$ cat src/rtl/cook_sequencer_if.sv
// cook_if: front-panel inputs and timer-control outputs of the cook sequencer
interface cook_if;
    logic [9:0] keypad;
    logic       startn;
    logic       stopn;
    logic       door_closed;
    logic       timer_zero;
    logic [3:0] bcd;
    logic       loadn;
    logic       timer_clrn;
    logic       tick;
    logic       mag_on;
    logic       beep;
    logic [2:0] state;
    modport master(output keypad, startn, stopn, door_closed, timer_zero,
                   input bcd, loadn, timer_clrn, tick, mag_on, beep, state);
    modport slave(input keypad, startn, stopn, door_closed, timer_zero,
                  output bcd, loadn, timer_clrn, tick, mag_on, beep, state);
endinterface

$ cat src/rtl/cook_sequencer.sv
// cook_sequencer: microwave controller sequencing digit entry, cook countdown ticks and end beep
module cook_sequencer #(
    parameter int CLK_DIV    = 100,
    parameter int MAX_DIGITS = 3,
    parameter int BEEP_TICKS = 3
) (
    input logic   clock,
    input logic   clearn,
    cook_if.slave io
);
    typedef enum logic [2:0] {IDLE = 3'd0, ENTRY = 3'd1, COOKING = 3'd2, PAUSED = 3'd3, DONE = 3'd4} state_t;
    localparam int DW = $clog2(CLK_DIV);
    localparam int CW = $clog2(MAX_DIGITS + 1);
    localparam int BW = $clog2(BEEP_TICKS + 1);
    localparam logic [DW-1:0] DMAX  = DW'(CLK_DIV - 1);
    localparam logic [CW-1:0] MAXD  = CW'(MAX_DIGITS);
    localparam logic [BW-1:0] BLAST = BW'(BEEP_TICKS - 1);
    state_t        st;
    logic [9:0]    key_q, key_p;
    logic          start_q, start_p, stop_q, stop_p;
    logic [DW-1:0] div;
    logic [CW-1:0] cnt;
    logic [BW-1:0] bcnt;
    logic [3:0]    bcd_r, key_idx;
    logic          loadn_r, clrn_r, beep_r;
    logic          key_ev, key_ok, start_ev, stop_ev, start_ok, div_wrap;
    always_comb begin
        key_idx = '0;
        for (int i = 0; i < 10; i++) if (key_q[i]) key_idx = 4'(i);
    end
    assign key_ev   = (|key_q) && !(|key_p);
    assign key_ok   = key_ev && $onehot(key_q);
    assign start_ev = start_p && !start_q;
    assign stop_ev  = stop_p && !stop_q;
    assign start_ok = start_ev && io.door_closed && !io.timer_zero;
    assign div_wrap = div == DMAX;
    assign io.state      = st;
    assign io.bcd        = bcd_r;
    assign io.loadn      = loadn_r;
    assign io.timer_clrn = clrn_r;
    assign io.beep       = beep_r;
    assign io.mag_on     = st == COOKING && io.door_closed;
    // a cycle that leaves COOKING never counts the timer
    assign io.tick = st == COOKING && div_wrap && io.door_closed && !stop_ev && !io.timer_zero;
    always_ff @(posedge clock or negedge clearn) begin
        if (!clearn) begin
            st      <= IDLE;
            key_q   <= '0;
            key_p   <= '0;
            start_q <= 1'b1;
            start_p <= 1'b1;
            stop_q  <= 1'b1;
            stop_p  <= 1'b1;
            div     <= '0;
            cnt     <= '0;
            bcnt    <= '0;
            bcd_r   <= '0;
            loadn_r <= 1'b1;
            clrn_r  <= 1'b1;
            beep_r  <= 1'b0;
        end else begin
            key_q   <= io.keypad;
            key_p   <= key_q;
            start_q <= io.startn;
            start_p <= start_q;
            stop_q  <= io.stopn;
            stop_p  <= stop_q;
            loadn_r <= 1'b1;
            clrn_r  <= 1'b1;
            beep_r  <= 1'b0;
            case (st)
                IDLE, ENTRY: begin
                    if (st == ENTRY && stop_ev) begin
                        st     <= IDLE;
                        clrn_r <= 1'b0;
                        cnt    <= '0;
                    end else if (st == ENTRY && start_ok) begin
                        st  <= COOKING;
                        div <= '0;
                    end else if (key_ok && cnt < MAXD) begin
                        st      <= ENTRY;
                        bcd_r   <= key_idx;
                        loadn_r <= 1'b0;
                        cnt     <= cnt + 1'b1;
                    end
                end
                COOKING: begin
                    if (io.timer_zero) begin
                        st     <= DONE;
                        div    <= '0;
                        bcnt   <= '0;
                        beep_r <= 1'b1;
                    end else if (!io.door_closed || stop_ev) st <= PAUSED;
                    else div <= div_wrap ? '0 : div + 1'b1;
                end
                PAUSED: begin
                    if (stop_ev) begin
                        st     <= IDLE;
                        clrn_r <= 1'b0;
                        cnt    <= '0;
                    end else if (start_ok) st <= COOKING;
                end
                DONE: begin
                    if (stop_ev || key_ev || (div_wrap && bcnt == BLAST)) begin
                        st  <= IDLE;
                        cnt <= '0;
                    end else begin
                        beep_r <= 1'b1;
                        div    <= div_wrap ? '0 : div + 1'b1;
                        if (div_wrap) bcnt <= bcnt + 1'b1;
                    end
                end
                default: begin
                    st  <= IDLE;
                    cnt <= '0;
                end
            endcase
        end
    end
endmodule

$ cat src/flat_wrapper.sv
// flat-port wrapper written by rule: the top's interface ports become plain ports
module cook_sequencer_flat 
#(
    parameter int CLK_DIV    = 100,
    parameter int MAX_DIGITS = 3,
    parameter int BEEP_TICKS = 3
)
  (clock, clearn, io_keypad, io_startn, io_stopn, io_door_closed, io_timer_zero, io_bcd, io_loadn, io_timer_clrn, io_tick, io_mag_on, io_beep, io_state);
  cook_if io_i ();
  input logic clock;
  input logic clearn;
  input wire logic [$bits(io_i.keypad)-1:0] io_keypad;
  input wire logic [$bits(io_i.startn)-1:0] io_startn;
  input wire logic [$bits(io_i.stopn)-1:0] io_stopn;
  input wire logic [$bits(io_i.door_closed)-1:0] io_door_closed;
  input wire logic [$bits(io_i.timer_zero)-1:0] io_timer_zero;
  output wire logic [$bits(io_i.bcd)-1:0] io_bcd;
  output wire logic [$bits(io_i.loadn)-1:0] io_loadn;
  output wire logic [$bits(io_i.timer_clrn)-1:0] io_timer_clrn;
  output wire logic [$bits(io_i.tick)-1:0] io_tick;
  output wire logic [$bits(io_i.mag_on)-1:0] io_mag_on;
  output wire logic [$bits(io_i.beep)-1:0] io_beep;
  output wire logic [$bits(io_i.state)-1:0] io_state;
  assign io_i.keypad = io_keypad;
  assign io_i.startn = io_startn;
  assign io_i.stopn = io_stopn;
  assign io_i.door_closed = io_door_closed;
  assign io_i.timer_zero = io_timer_zero;
  assign io_bcd = io_i.bcd;
  assign io_loadn = io_i.loadn;
  assign io_timer_clrn = io_i.timer_clrn;
  assign io_tick = io_i.tick;
  assign io_mag_on = io_i.mag_on;
  assign io_beep = io_i.beep;
  assign io_state = io_i.state;
  cook_sequencer #(.CLK_DIV(CLK_DIV), .MAX_DIGITS(MAX_DIGITS), .BEEP_TICKS(BEEP_TICKS)) u_core (.clock(clock), .clearn(clearn), .io(io_i));
endmodule
$ cat config.mk
export PLATFORM = sky130hd
export DESIGN_NAME = cook_sequencer_flat
export DESIGN_NICKNAME = d
export VERILOG_FILES = /design/src/rtl/cook_sequencer_if.sv /design/src/rtl/cook_sequencer.sv /design/src/flat_wrapper.sv
export SDC_FILE = /design/constraint.sdc
export NUM_CORES = 1
export LEC_CHECK = 0
export CAP_MARGIN = 15
export CELL_PAD_IN_SITES_DETAIL_PLACEMENT = 1
export CELL_PAD_IN_SITES_GLOBAL_PLACEMENT = 1
export CORE_MARGIN = 5
export CORE_UTILIZATION = 43
export DETAILED_ROUTE_END_ITERATION = 7
export PLACE_DENSITY_LB_ADDON = 0.25
export SLEW_MARGIN = 20
export SYNTH_ARGS = -nofsm -noshare
export SYNTH_HDL_FRONTEND = slang
export SYNTH_SLANG_ARGS = --single-unit
$ cat constraint.sdc
create_clock -name clock -period 4.5 [get_ports clock]
set_clock_uncertainty 0.05 [all_clocks]
set_input_delay 1.125 -clock clock [delete_from_list [all_inputs] [get_ports clock]]
set_output_delay 1.125 -clock clock [all_outputs]
set_load 0.005 [all_outputs]
Word-level counts from Yosys, hierarchy flattened. Cells that the tools add are included. W data, S select, Z words.

Multiplexer cells: 45. Magnitude comparators: 1. Reduce and logical (&&, ||, !) cells: 35. Eq/ne operators: 20. Bitwise operators: 3. Add/sub/neg operators: 12.

Operators with widths (count): $mux W7 (6); $mux W4 (8); $mux W3 (8); $pmux W7 S3 (1); $reduce_or A10 Y1 (2); $add A4 B4 Y4 (4); $mux W2 (8); $logic_and A1 B1 Y1 (15); $pmux W3 S4 (1); $reduce_and A4 Y1 (3); $add A1 B1 Y2 (5); $reduce_and A5 Y1 (2); $mux W1 (9); $ne A2 B1 Y1 const B (4); $pmux W2 S4 (1); $add A7 B1 Y7 const B (1); $eq A7 B7 Y1 const B (1); $eq A3 B2 Y1 const B (2); $logic_not A1 Y1 (6); $ne A2 B2 Y1 const B (3); $ne A3 B1 Y1 const B (2); $ne A3 B3 Y1 const B (2); $add A2 B1 Y2 const B (2); $eq A4 B1 Y1 const B (1); 14 further kinds (19).

Flip-flop bits (word level): 45. Word-level logic and storage cells: 130. Output and inout port bits: 12.

Longest topological paths before layout. Gate-level depths: netlist of run 1.

Word-level depth: 11. Mapped depth: 16. Gate-level depth less buffers: 15.

Worst setup path before layout of run 1. Ideal clock, no wire load.

Path type: reg2reg. From: reg u_core.key_q[1]. To: reg u_core.bcd_r[2] (netlist: u_core.io.bcd[2]). Period minus slack after synthesis: 3.725 ns. Buffers on the path: 1. Setup slack: 0.775 ns. Cell stages (with the launch flop): 16. Data arrival time: 3.547 ns. Cell sequence: dfrtp_1 > inv_1 > ha_1 > inv_1 > fa_1 > fa_1 > inv_1 > fa_1 > inv_1 > fa_1 > a211oi_1 > mux2i_1 > nor4_2 > and3_1 > buf_4 > mux2_1.

Longest elaborated chain between the ends: 8. Elaborated cells on any way between the ends: 10.

RTL lines: from (decl) (line cook_sequencer.sv:19) `logic [9:0] key_q, key_p;`; from (signal assigned) (line cook_sequencer.sv:62) `key_q <= io.keypad;`; $add A1 B1 Y2 (not written as such) (line cook_sequencer.sv:32) `assign key_ok = key_ev && $onehot(key_q);`; $add A4 B4 Y4 (not written as such) (3 in series) (line cook_sequencer.sv:32); $eq A4 B1 Y1 (line cook_sequencer.sv:32); $logic_and A1 B1 Y1 * (line cook_sequencer.sv:32); $logic_and A1 B1 Y1 * (line cook_sequencer.sv:80) `end else if (key_ok && cnt < MAXD) begin`; $reduce_and A4 Y1 (no source line) *; to (signal assigned) (line cook_sequencer.sv:82) `bcd_r <= key_idx;`; to (decl) (line cook_sequencer.sv:24) `logic [3:0] bcd_r, key_idx;`.

Every way passes the cells marked *; elsewhere a longest branch is shown, timed or not. A chain may end at the register's enable or synchronous reset.

Final worst setup path of run 1.
From: reg u_core.key_q[3]. To: reg u_core.bcd_r[2] (netlist: u_core.io.bcd[2]).

Longest elaborated chain between the ends: 8. Elaborated cells on any way between the ends: 17.

RTL lines (line): $add A1 B1 Y2 (not written as such) (cook_sequencer.sv:32); $add A4 B4 Y4 (not written as such) (3 in series) (cook_sequencer.sv:32); $eq A4 B1 Y1 (cook_sequencer.sv:32); $logic_and A1 B1 Y1 (cook_sequencer.sv:32); $logic_and A1 B1 Y1 (cook_sequencer.sv:80); $reduce_and A4 Y1 (no source line).

Several ways; a longest one is shown, not always the timed one.

==> results.md, run 1 <==
* Status: finished clean
* Critical-path cell list: inv_1 -> ha_1 -> inv_1 -> fa_1 -> fa_1 -> inv_1 -> fa_1 -> inv_1 -> fa_1 -> a211oi_1 -> mux2i_1 -> nor4_2 -> and3_1 -> mux2_1
* TritonCTS clock tree: done
* Post-Place Cell Area at 2570 sq um
* Setup crit start kind: register
* Overall Power at 0.936 mW
* Cell variety after synth at 45
* Critical Path Stages at 14
* Top cell type's share of synthesized area at 43.7%
* Largest net degree at the start of global routing at 46
* Final TNS setup at 0 ps
* Vias in the first global route at 1764
* Post-synth EDFFs at 0
* Period utilisation layout at 91.7%
* Asr flop ratio synth at 100%
* RSZ-0062 raised after global routing: false
* Top_reg_cell synth: dfrtp_1
* CTS max path bufs at 2
* Final wirelength at 4720 um
* Post-Layout Inst Area at 2680 sq um
* Yosys top cell by area: dfrtp_1
* Worst slew pin tran at 563 ps
* Relative slew slack at 62.5%
* Family with the most delay on the worst path: adder cells
* Rows at 26
* Synthesized area per cell at 11.0 sq um
* Ant. Diodes at 0
* Post-DP HPWL at 3520 um
* R2R cell count at 14
* Commonest non-fill, non-tap cell in the layout: dfrtp_1
* Register bit total from synthesis at 45
* Crit path largest cell delay at 530 ps
* Pwr dens at 349 nW/um^2
* Crit path DAT at 4260 ps
* Die X at 82.1 um
* Post-CTS sizing at 0
* Global route overflow at 0
* Buf+Inv Stages, Crit Path at 4
* Register area share after synthesis at 50.7%
* Minimum clock period at 4130 ps
* DR pass1 iterations at 4
* Worst skew pair latency at 300 ps
* Syn nets at 242
* Max VDD drop at 0.000181 V
* CTS H-tree lvls at 2
* Die area at 6740 sq um
* Initial antenna violation count at 0
* IO Port Bufs at 27
* Top cells by area, synth: dfrtp_1 (44%), ha_1 (9.0%), dfstp_2 (7.1%)
* Root buffer cell: clkbuf_8
* Vias at 1569
* Initial Util at 44.0%
* TritonCTS Buffers at 5
* Clock transition at the registers of the reported paths at 90 ps
* # Max-Cap Violations at 0
* Ports at 28
* Critical path's slowest cell: fa_1
* First-pass GRT wire length at 8290 um
* Yosys warnings at 0
* Worst Setup Path Type: reg -> reg
* CTS Hold Bufs at 0
* Crit. End Element: register
* ANT nets after route at 0
* Req. time, crit path at 4630 ps
* Most frequent cells in the layout: dfrtp_1 (39), clkdlybuf4s50_1 (26), inv_1 (25), ha_1 (16), o21ai_1 (15)
* Die height at 82.1 um
* DRC violations left at 0
* Fin worst setup slack at 374 ps
* Starting DRT DRC Count at 31
* Lkg Pwr at 1.24 nW
* GP Congestion at 0.735
* Post-layout util at 52.8%
* Mapped Area at 2230 sq um
* Routed wire per std cell at 15.4 um
* Post-CTS setup buffers at 0
* CP Max Fanout at 9
* Final-report max-slew violation count at 0
* Hold path cells at 0
* HP Class: reg -> reg
* P&R area growth vs syn at 19.9%
* Syn Inst Count at 204
* Total GRT Usage at 16.2%
* Core footprint at 5070 sq um
* Nets at 273
* Hold Vio Cnt, Final at 0
* F_max at 242 MHz
* Share of post-route cells with drive strength above 1 at 10.6%
* Via density at 5.13
* # setup viols final at 0
* Pre-CTS setup slack at 382 ps
* # clock sinks at 45
## power by group
part           total (mW)  leakage, nW  switching, mW  internal, mW
logic               0.172        0.637         0.0883        0.0834
registers           0.460        0.552         0.0296         0.431
clock network       0.304       0.0552          0.139         0.165
## layout make-up
class	count	area (sq um)
sequential	45	1130
clock buffer	6	72.6
multi-input combinational	129	982
fill	573	2390
timing repair buffer	27	268
tap	70	87.6
inverter	27	101
clock inverter	2	35.0
## logic make-up after synthesis
| family | count (synthesis) | share of synthesized area (%) |
|---|---|---|
| AND/OR/NAND/NOR | 64 | 16.2 |
| AO/OA/AOI/OAI | 40 | 12.0 |
| adder cells (fa/ha/maj) | 22 | 14.3 |
| flip-flops | 45 | 50.7 |
| multiplexers | 3 | 1.46 |
| buffers and inverters | 30 | 5.32 |
## path summary, 6_finish.rpt
| kind | start | to | slack, ps |
|---|---|---|---|
| worst max register to register | u_core.key_q[3] | u_core.io.bcd[2] | 370 |
| worst min-delay path | u_core.start_q | u_core.start_p | 320 |
| min in group asynchronous | clearn | u_core.div[4] | 760 |
| worst min register to register | u_core.start_q | u_core.start_p | 320 |
| worst max-delay path | u_core.key_q[3] | u_core.io.bcd[2] | 370 |
| max in group asynchronous | clearn | u_core.start_q | 3240 |
## through the flow
step	instances	hold WS, ps
after floorplan	204	301
after global placement	298	304
after detailed placement	298	314
after CTS	306	328
after global routing	306	342
final	306	319
## per-layer routing
metal	GRT usage [%]	vias up	routed length (um)
li1	-	751	-
met1	19.2	784	2030
met2	29.1	26	2420
met3	3.69	8	187
met4	4.82	0	76
met5	0	-	0
## flip-flops by register name, indices dropped and copies added (netlist names), 2 cells and up
name             flops
u_core.io.bcd        4
u_core.key_p        10
u_core.div           7
u_core.io.state      3
u_core.key_q        10
u_core.bcnt          2
u_core.cnt           2
## cell usage after synthesis (all sizes together), types with 2 or more instances
| library cell | n |
|---|---|
| o31ai | 5 |
| ha | 16 |
| nand2b | 5 |
| nand2 | 10 |
| and2 | 3 |
| fa | 6 |
| nor2 | 14 |
| mux2 | 2 |
| and3 | 2 |
| o21ai | 19 |
| a211oi | 2 |
| nand3 | 12 |
| dfstp | 6 |
| nor2b | 6 |
| a21oi | 5 |
| inv | 27 |
| a22o | 2 |
| nor4 | 3 |
| buf | 2 |
| nor3 | 2 |
| dfrtp | 39 |
No activity file was read; power rests on OpenSTA's default activity.
==> inputs of run 2 (changes only) <==
--- a/config.mk
+++ b/config.mk
@@ -10,6 +10,7 @@
 export CELL_PAD_IN_SITES_GLOBAL_PLACEMENT = 1
 export CORE_MARGIN = 5
 export CORE_UTILIZATION = 43
+export CTS_CLUSTER_SIZE = 28
 export DETAILED_ROUTE_END_ITERATION = 7
 export PLACE_DENSITY_LB_ADDON = 0.25
 export SLEW_MARGIN = 20
==> results of run 2 <==
Final layout, timing and power as in run 1 (identical DEF).
==> inputs of run 3 (changes only) <==
--- a/config.mk
+++ b/config.mk
@@ -5,11 +5,12 @@
 export SDC_FILE = /design/constraint.sdc
 export NUM_CORES = 1
 export LEC_CHECK = 0
+export ABC_AREA = 1
 export CAP_MARGIN = 15
 export CELL_PAD_IN_SITES_DETAIL_PLACEMENT = 1
 export CELL_PAD_IN_SITES_GLOBAL_PLACEMENT = 1
 export CORE_MARGIN = 5
-export CORE_UTILIZATION = 43
+export CORE_UTILIZATION = 42
 export CTS_CLUSTER_SIZE = 28
 export DETAILED_ROUTE_END_ITERATION = 7
 export PLACE_DENSITY_LB_ADDON = 0.25
==> results.md, run 3 <==
* Worst slew pin tran at 586 ps
* RSZ-0062 raised after global routing: false
* FF-to-FF setup slack at 680 ps
* Lkg Pwr at 1.58 nW
* FF+latch area at 1130 sq um
* Yosys top cell by area: dfrtp_1
* Met1 Usage GRT at 23.0%
* Commonest non-fill, non-tap cell in the layout: nand2_1
* R2R cell count at 18
* TritonCTS Buffers at 5
* Critical path's slowest cell: fa_1
* Syn Inst Count at 294
* DR pass1 iterations at 4
* Synthesized area per cell at 8.36 sq um
* R2r startpoint: u_core.key_q[1]
* Via density at 4.88
* Critical Path Stages at 18
* Nets at 366
* TritonCTS clock tree: done
* Total GRT Usage at 17.0%
* Top Registers: u_core.key_p: 10 flops, u_core.key_q: 10 flops, u_core.div: 7 flops
* Post-layout util at 51.8%
* Ant. Diodes at 0
* Fillers at 704
* Vias in the first global route at 2110
* Setup crit start kind: register
* Yosys warnings at 0
* Status: finished clean
* Post-Synth Simple-Gate Area at 26.4%
* FF-to-FF End: u_core.cnt[0]
* Initial Util at 43.8%
* Pwr dens at 359 nW/um^2
* First-pass GRT wire length at 10100 um
* Die X at 86.5 um
* CTS H-tree lvls at 2
* # clock sinks at 45
* Pre-CTS setup slack at 687 ps
* Syn nets at 332
* Synth top cells by count: nand2_1 (75), inv_1 (53), dfrtp_1 (39)
* ANT nets after route at 0
* Register bit total from synthesis at 45
* XOR/XNOR share of the synthesized area at 0.356%
* Initial antenna violation count at 0
* Final TNS setup at 0 ps
* Core footprint at 5610 sq um
* Crit. End Element: register
* Fin worst setup slack at 683 ps
* GR peak layer: met2
* Final-report max-slew violation count at 0
* HP Class: reg -> reg
* Die area at 7480 sq um
* Met3 global-route usage at 3.42%
* Worst Setup Path Type: reg -> reg
* Post-DP HPWL at 4430 um
* Met2 GRT Util at 27.7%
* Post-CTS setup buffers at 0
* P&R area growth vs syn at 18.2%
* Top cell type's share of synthesized area at 39.7%
* Post-CTS sizing at 0
* Hold path cells at 0
* Post-synth EDFFs at 0
* DRC violations left at 0
* Hold Vio Cnt, Final at 0
* Synth Area in Adders at 13.0%
* Cell variety after synth at 28
* Final wirelength at 5790 um
* GP Congestion at 0.816
* Die height at 86.5 um
* # setup viols final at 0
* Global route overflow at 0
* Max VDD drop at 0.000249 V
* Hold Path End: u_core.stop_p
* Largest net degree at the start of global routing at 46
* Clock transition at the registers of the reported paths at 90 ps
* Top cells by area, synth: dfrtp_1 (40%), nand2_1 (11%), ha_1 (8.1%)
* CP Max Fanout at 8
* # Max-Cap Violations at 0
* Ports at 28
* IO Port Bufs at 27
* Hold path startpoint: u_core.stop_q
* Vias at 1957
* Rows at 27
* CTS Hold Bufs at 0
* Root buffer cell: clkbuf_8
* Routed wire per std cell at 14.4 um
* Most frequent cells in the layout: nand2_1 (75), inv_1 (53), dfrtp_1 (39), nor2_1 (28), nand3_1 (27)
* Post-Layout Inst Area at 2910 sq um
* F_max at 262 MHz
* Crit path largest cell delay at 540 ps
* Worst skew pair latency at 300 ps
* Minimum clock period at 3820 ps
* CTS max path bufs at 2
* Req. time, crit path at 4650 ps
* Relative slew slack at 60.9%
* Proportion of synthesized area in mux cells at 0%
* Post-Place Cell Area at 2810 sq um
* Starting DRT DRC Count at 88
* Crit path DAT at 3970 ps
* Register area share after synthesis at 46.1%
* Critical-path cell list: inv_1 -> ha_1 -> inv_1 -> fa_1 -> fa_1 -> inv_1 -> fa_1 -> inv_1 -> fa_1 -> nand2_1 -> inv_1 -> o211ai_1 -> nor2_1 -> nand2_1 -> clkinv_1 -> nand2_4 -> or2_0 -> nand2_1
* Asr flop ratio synth at 100%
* Family with the most delay on the worst path: adder cells
* CP most frequent cell: inv_1
* Main combinational cell family by area after synthesis: simple AND/OR/NAND/NOR gates
* Multi-input logic area at 1110 sq um
* Buf+Inv Stages, Crit Path at 6
* Compound-Gate Fraction of Synth Area at 5.55%
* Share of post-route cells with drive strength above 1 at 8.51%
* Mapped Area at 2460 sq um
* Most frequent cell after synthesis: nand2_1
* Period utilisation layout at 84.8%
* Top_reg_cell synth: dfrtp_1
[run 3: cell count changes after synthesis, sizes merged, moves of 5 or more]
cell | before | now
inv | 27 | 55
nand2 | 10 | 78
nand2b | 5 | 0
nand3 | 12 | 29
nand4 | 1 | 6
nor2 | 14 | 31
nor2b | 6 | 0
o21ai | 19 | 14
o31ai | 5 | 0
[run 3: worst reg2reg max path: cells and delay by family (launching register included)]
kind | cells | cell delay [ps]
DFF | 1 | 410
adders and majority gates | 5 | 2180
buffers and inverters | 6 | 460
and+or+nand+nor | 6 | 550
AOI/OAI and AO/OA | 1 | 70
[run 3: how the worst max path moves through the flow]
stage,from,endpoint,slack (ps)
final,u_core.key_q[1],u_core.cnt[0],680
after global placement,io_timer_zero,io_tick,810
after detailed placement,u_core.key_q[4],u_core.cnt[0],690
after floorplan,u_core.key_q[1],u_core.cnt[0],1030
after global routing,u_core.key_q[3],u_core.cnt[0],470
after CTS,u_core.key_q[4],u_core.cnt[0],630
[run 3: layout make-up]
| type | count | area share (%) |
|---|---|---|
| Sequential cell | 45 | 39.0 |
| Multi-Input combinational cell | 193 | 38.3 |
| Timing Repair Buffer | 27 | 9.22 |
| Inverter | 56 | 7.24 |
| Tap cell | 72 | 3.10 |
| Clock buffer | 5 | 2.37 |
| Clock inverter | 3 | 0.732 |
[run 3: stage by stage]
| stage | hold slack [ps] | power (mW) | cells |
|---|---|---|---|
| 6_report | 322 | 1.04 | 401 |
| 5_1_grt | 329 | 1.12 | 401 |
| 4_1_cts | 324 | 1.06 | 401 |
| 3_5_place_dp | 310 | 0.789 | 393 |
| 3_3_place_gp | 309 | 0.773 | 393 |
| 2_1_floorplan | 304 | 0.675 | 294 |
[run 3: cell families (layout without fill, tap and decap cells)]
group                      after synthesis  in the layout
xor gates and xnor gates                 1              1
AOI/OAI and AO/OA                       23             23
adders and majority gates               22             22
and+or+nand+nor                        147            147
DFF                                     45             45
buffers and inverters                   56             91
[run 3: per-layer routing]
metal / vias up / part of all wire (%)
li1: 979 / -
met2: 38 / 47
met4: 0 / 1.6
met3: 10 / 3.6
met5: - / 0
met1: 930 / 48
[run 3: where the power goes]
| group | switching [mW] | internal (mW) | total [mW] |
|---|---|---|---|
| clock | 0.148 | 0.110 | 0.258 |
| combinational | 0.202 | 0.124 | 0.326 |
| sequential | 0.0268 | 0.431 | 0.458 |
